### config.mk
export PLATFORM = sky130hd
export DESIGN_NAME = prelu_inverse
export DESIGN_NICKNAME = d
export VERILOG_FILES = /design/src/rtl/prelu_inverse.sv
export SDC_FILE = /design/constraint.sdc
export NUM_CORES = 1
export LEC_CHECK = 0
export ABC_CLOCK_PERIOD_IN_PS = 4500
export CAP_MARGIN = 20
export CORE_AREA = 2 2 179 181
export CTS_BUF_LIST = sky130_fd_sc_hd__clkbuf_8
export DETAILED_ROUTE_END_ITERATION = 10
export DIE_AREA = 0 0 181 183
export GPL_ROUTABILITY_DRIVEN = 0
export PLACE_DENSITY_LB_ADDON = 0.05
export REMOVE_ABC_BUFFERS = 1
export SETUP_SLACK_MARGIN = 0.3
export SYNTH_ARGS = -nofsm -noshare
export SYNTH_HDL_FRONTEND = slang
export SYNTH_SLANG_ARGS = --single-unit
### constraint.sdc
create_clock -name clk -period 4.5 [get_ports clk]
set_input_delay 0.9 -clock clk [delete_from_list [all_inputs] [get_ports clk]]
set_output_delay 0.9 -clock clk [all_outputs]
set_load 0.05 [all_outputs]
### src/rtl/prelu_inverse.sv
// ============================================================================
// prelu_inverse : iterative fixed-point inverse PReLU (x = y, or y / a for y < 0)
// Optional macro PRELU_INV_ROUND_EN rounds the quotient half away from zero.
// Rev 1.0
// ============================================================================
`default_nettype none

module prelu_inverse #(
  parameter int WIDTH = 32,
  parameter int FBITS = 27
) (
  input  logic             clk,
  input  logic             rst_n,
  input  logic             in_valid,
  output logic             in_ready,
  input  logic [WIDTH-1:0] y,
  input  logic [WIDTH-1:0] a,
  output logic             out_valid,
  input  logic             out_ready,
  output logic [WIDTH-1:0] x,
  output logic             div_zero,
  output logic             sat
);

  localparam int c_QW = WIDTH + FBITS;
  localparam int c_MW = c_QW + 1;
  localparam int c_CW = $clog2(c_QW + 1);

  localparam logic [c_CW-1:0]  c_STEPS   = c_CW'(c_QW);
  localparam logic [c_MW-1:0]  c_LIM     = c_MW'(1) << (WIDTH - 1);
  localparam logic [WIDTH-1:0] c_MIN     = {1'b1, {(WIDTH-1){1'b0}}};
  localparam logic [WIDTH-1:0] c_MAX     = {1'b0, {(WIDTH-1){1'b1}}};

  typedef enum logic [1:0] {
    S_IDLE = 2'd0,
    S_DIV  = 2'd1,
    S_DONE = 2'd2
  } state_t;

  state_t            r_state;
  logic [c_CW-1:0]   r_cnt;
  logic [c_QW-1:0]   r_dvd;
  logic [c_QW-1:0]   r_quo;
  logic [WIDTH:0]    r_rem;
  logic [WIDTH:0]    r_div;
  logic              r_neg;
  logic [WIDTH-1:0]  r_x;
  logic              r_ov;
  logic              r_dz;
  logic              r_sat;

  logic [WIDTH-1:0]  w_ymag;
  logic [WIDTH-1:0]  w_amag;
  logic [WIDTH:0]    w_trial;
  logic              w_ge;
  logic [WIDTH:0]    w_rem_nxt;
  logic [c_QW-1:0]   w_quo_nxt;
  logic [c_MW-1:0]   w_mag;
  logic [WIDTH-1:0]  w_res_x;
  logic              w_res_sat;

  // in_ready is forced low while reset is held, not just decoded from state
  assign in_ready  = rst_n && (r_state == S_IDLE);
  assign out_valid = r_ov;
  assign x         = r_x;
  assign div_zero  = r_dz;
  assign sat       = r_sat;

  always_comb begin
    w_ymag = y[WIDTH-1] ? (~y + 1'b1) : y;
    w_amag = a[WIDTH-1] ? (~a + 1'b1) : a;
  end

  // One restoring step; the remainder is always below the divisor, so its
  // top bit can be dropped before the shift.
  always_comb begin
    w_trial   = {r_rem[WIDTH-1:0], r_dvd[c_QW-1]};
    w_ge      = (w_trial >= r_div);
    w_rem_nxt = w_ge ? (w_trial - r_div) : w_trial;
    w_quo_nxt = {r_quo[c_QW-2:0], w_ge};
`ifdef PRELU_INV_ROUND_EN
    w_mag = {1'b0, w_quo_nxt}
          + c_MW'(({w_rem_nxt, 1'b0} >= {1'b0, r_div}) ? 1 : 0);
`else
    w_mag = {1'b0, w_quo_nxt};
`endif
  end

  // Negative results may reach exactly 2^(WIDTH-1) without clamping.
  always_comb begin
    w_res_x   = '0;
    w_res_sat = 1'b0;
    if (r_neg) begin
      if (w_mag > c_LIM) begin
        w_res_x   = c_MIN;
        w_res_sat = 1'b1;
      end else begin
        w_res_x = ~w_mag[WIDTH-1:0] + 1'b1;
      end
    end else begin
      if (w_mag >= c_LIM) begin
        w_res_x   = c_MAX;
        w_res_sat = 1'b1;
      end else begin
        w_res_x = w_mag[WIDTH-1:0];
      end
    end
  end

  always_ff @(posedge clk or negedge rst_n) begin
    if (!rst_n) begin
      r_state <= S_IDLE;
      r_cnt   <= '0;
      r_dvd   <= '0;
      r_quo   <= '0;
      r_rem   <= '0;
      r_div   <= '0;
      r_neg   <= 1'b0;
      r_x     <= '0;
      r_ov    <= 1'b0;
      r_dz    <= 1'b0;
      r_sat   <= 1'b0;
    end else begin
      case (r_state)
        S_IDLE: begin
          if (in_valid) begin
            if (!y[WIDTH-1]) begin
              r_x     <= y;
              r_dz    <= 1'b0;
              r_sat   <= 1'b0;
              r_ov    <= 1'b1;
              r_state <= S_DONE;
            end else if (a == '0) begin
              r_x     <= c_MIN;
              r_dz    <= 1'b1;
              r_sat   <= 1'b0;
              r_ov    <= 1'b1;
              r_state <= S_DONE;
            end else begin
              r_dvd   <= c_QW'(w_ymag) << FBITS;
              r_div   <= {1'b0, w_amag};
              r_rem   <= '0;
              r_quo   <= '0;
              r_neg   <= y[WIDTH-1] ^ a[WIDTH-1];
              r_cnt   <= c_STEPS;
              r_state <= S_DIV;
            end
          end
        end
        S_DIV: begin
          r_rem <= w_rem_nxt;
          r_quo <= w_quo_nxt;
          r_dvd <= r_dvd << 1;
          r_cnt <= r_cnt - 1'b1;
          if (r_cnt == c_CW'(1)) begin
            r_x     <= w_res_x;
            r_sat   <= w_res_sat;
            r_dz    <= 1'b0;
            r_ov    <= 1'b1;
            r_state <= S_DONE;
          end
        end
        S_DONE: begin
          if (out_ready) begin
            r_ov    <= 1'b0;
            r_state <= S_IDLE;
          end
        end
        default: r_state <= S_IDLE;
      endcase
    end
  end

endmodule

`default_nettype wire

==> impl_results.md <==
- Pwr Density: around 670 mW/mm²
- Overall die area: around 0.033 mm²
- Final worst hold slack: 292 ps
- Deepest clock path buffer count: 2
- Number of different library cells in the post-synthesis netlist: 71
- Simple-gate portion of the synthesized area: 20.7%
- Routed vias/inst: 5.66
- Async set-or-reset flop fraction in the synthesized netlist: 100%
- Setup slack, reg-to-reg: approximately 430 ps
- X dimension of the die: 181 µm
- Cell Rows: 65
- Final ANT Viol Nets: 0
- CTS tree: yes
- Max Freq: 0.246 GHz
- Port Buffer Count: 103
- Inserted Clock Buffers: 17
- Post-synthesis instance area: 0.0123 mm²
- Portion of netlist area occupied by mux cells: less than 1%
- Leakage power of the design: 6.09 nW
- FF-to-FF End: x[26]
- Number of hold-repair buffers added at the cts stage: 0
- Proportion of netlist area held by the largest area contributor: ~40%
- Highest-delay cell along the critical path: dfrtp_1
- Average detailed-routed wire length per instance: 19.2 µm
- Count of mapped cells out of synthesis: 1,500
- Worst Path Class, Setup: flip-flop to flip-flop
- Share of the cycle needed by the critical path after routing: 90.4%
- First-iteration detailed-routing DRC count: 745
- Compound-gate portion of the synthesized area: 23.2%
- Global Route met1 Usage: around 32%
- Most frequent standard cell in the layout excluding fill and tap cells: nand2_1
- Worst path buffer plus inverter count: 2
- Synthesis-to-layout area growth: 17.7%
- Largest net degree at the start of global routing: 91
- Largest family of logic cells by synthesized area: compound AO/OA/AOI/OAI gates
- Worst reg2reg path depth: 18
- Final nets: 1,684
- Status: finished clean
- Count of clock tree sinks: 198
- Chip height: between 150 and 200 µm
- Count of synthesis-stage warnings from yosys: 0
- Kind of end point of the critical path: flip-flop
- Residual DRC: 0
- Effective utilization at floorplan: 39.3%
- Overflow left after global routing: 0
- Crit path cell chain: inv_1 > ha_2 > a21o_1 > a21oi_2 > o211ai_1 > a221o_1 > o211ai_1 > and2_4 > ha_2 > nor2b_2 > nand4_1 > nor3_4 > and3_4 > o21ai_1 > buf_4 > o41ai_1 > a21oi_1 > o21ai_1
- Largest stage delay, worst path: 370 ps
- Top fanout value on the critical path: 6
- Antenna violations before repair: 0
- Final Setup Violations: 0
- Cell class contributing the biggest share of worst-path delay: compound AO/OA/AOI/OAI gates
- CP Launch Type: flip-flop
- Met2 Use GR: about two fifths
- Placed Area: 0.0138 mm²
- Per-instance average area after synthesis: 8.19 µm²
- Share of cells above drive strength 1: a little over 8%
- Worst-Skew Late Latency: slightly above 500 ps
- Total count of hold-check failures in the final report: 0
- Total core area: around 0.031 mm²
- Fraction of synthesized cell area in xor and xnor cells: 6.06%
- Clock transition at the registers of the reported paths: about 130 ps
- Startpoint of the lowest-slack register-to-register path: r_div[18]
- Number of iterations in the first detailed-routing pass: 5
- Gr busiest metal: met2
- VDD IR-drop max: 0.380 mV
- Register bit total from synthesis: 198
- Unrepaired setup endpoints after global routing: yes
- Slew at the pin with the worst max-slew slack: 1070 ps
- Proportion of synthesized chip area in sequential cells: about 40%
- Wire length of the first global-routing pass: around 61 mm
- Post-synth EDFFs: 0
- Number of maximum-capacitance violations: 0
- Required time reported for the critical path endpoint: roughly 4900 ps
- Setup Total Neg Slack: 0 ps
- Fill cell instance count of the final layout: 3,113
- Skew final: 29.5 ps
- Overall power: 9.70 mW
- Commonest cells after routing, fill and taps aside: nand2_1 (208), dfrtp_1 (198), o21ai_0 (145), nor2_1 (145), a21oi_1 (118)
- Arr. time, crit path: roughly 4500 ps
- Final critical-path required period: roughly 4000 ps
- Estimated wirelength of the detail-placed design: 27.0 mm
- GRT Resource Usage Total: about a quarter
- CTS H-tree lvls: 4
- Max_slew headroom: about 29%
- Adder and majority gate portion of the synthesized area: between 3 and 4%
- Final design area excluding fillers: 0.0144 mm²
- Fin. max-slew vios: 0
- Overall routed net length: 38.2 mm
- Antenna Cells: 0
- Ys flop type: dfrtp_1
- Number of I/O pins: 104
- Root buffer cell: clkbuf_8
- Detailed-route via count: 11,300
- Met3 demand-to-capacity share in global routing: 3.34%
- Number of global-route vias before repair: 10,800
- Most area-hungry cell type in the Yosys netlist: dfrtp_1
- HP Class: input port to async pin
- Dominant cells by area after synthesis: dfrtp_1 (40%), nand2_1 (6.4%), o21ai_0 (5.9%), a21oi_1 (4.9%), nor2_1 (4.5%)
==> layout make-up <==
cell class	instances	area, µm²	share of cell area (%)
inverter	56	210	1.45
timing repair buffer	154	1450	10.0
clock inverter	15	214	1.48
sequential	198	4950	34.3
clock buffer	17	234	1.62
tap	402	503	3.48
multi-input combinational	1151	6890	47.7
==> routing by layer <==
metal / vias up / wire (µm) / part of all wire (%)
met3: 33 / 1610 / 4.2
met4: 0 / 532 / 1.4
met5: - / 0 / 0
met2: 265 / 18400 / 48
li1: 5491 / - / -
met1: 5482 / 17700 / 46
==> metrics by stage <==
step | std cells | util (%) | worst slack (ps)
2_1_floorplan | 1404 | - | -1010
3_3_place_gp | 1954 | 44.2 | 187
3_5_place_dp | 1955 | 44.3 | 181
4_1_cts | 1987 | 45.8 | 319
5_1_grt | 1993 | 46.3 | 284
6_report | 1993 | 46.3 | 433
==> sequential cells by signal (all words and copies together), names as in the netlist <==
register,flops
sat,1
r_cnt,6
out_valid,1
r_dvd,32
div_zero,1
r_state,2
x,32
r_neg,1
r_rem,32
r_quo,58
r_div,32
==> logic make-up (layout without fill, tap and decap cells) <==
family          after synthesis  in the layout
simple gates                552            553
buf+inv                     152            242
xor+xnor                     85             85
flops                       198            198
fa+ha+maj                    38             38
compound gates              465            465
mux                          10             10
==> repair_timing <==
action,4_1_cts,5_1_grt
setup buffers,0,5
gates cloned,0,1
setup endpoints to repair,18,24
hold endpoints to repair,0,0
pin swaps,2,7
resized for setup,6,22
==> power by group <==
part / total, mW / internal, mW / switching [mW]
logic: 5.66 / 2.16 / 3.50
clock network: 1.30 / 0.530 / 0.771
registers: 2.74 / 2.33 / 0.406
total: 9.70 / 5.02 / 4.67
==> worst max path at each step <==
stage                     slack [ps]  depth (start not counted)      start         to
final                            430                         18  r_div[18]      x[26]
after global placement           190                         18  r_div[17]      x[22]
after global routing             280                         18  r_div[18]      x[26]
after detailed placement         180                         17  r_rem[16]      x[22]
after floorplan                -1010                          7      a[11]  r_dvd[46]
after CTS                        320                         18   r_div[1]      x[22]
==> synthesized netlist by cell type, types with 9 or more instances <==
| cell | n |
|---|---|
| nor4_1 | 19 |
| mux2i_1 | 10 |
| dfrtp_1 | 198 |
| nand4_1 | 12 |
| a21oi_1 | 120 |
| a211oi_1 | 12 |
| a22oi_1 | 11 |
| xnor2_1 | 40 |
| and3_1 | 12 |
| nor3_1 | 33 |
| ha_1 | 37 |
| xor2_1 | 45 |
| a221oi_1 | 9 |
| clkbuf_1 | 75 |
| or3_1 | 14 |
| o22ai_1 | 18 |
| buf_2 | 11 |
| nor2_1 | 147 |
| a21o_1 | 25 |
| o21ai_1 | 19 |
| o31ai_1 | 32 |
| inv_1 | 56 |
| o21ai_0 | 145 |
| nand3_1 | 47 |
| nand2_1 | 208 |
| a31oi_1 | 17 |
| or4_1 | 9 |
| nand2b_1 | 16 |
Power figures use the tool's default switching activity.
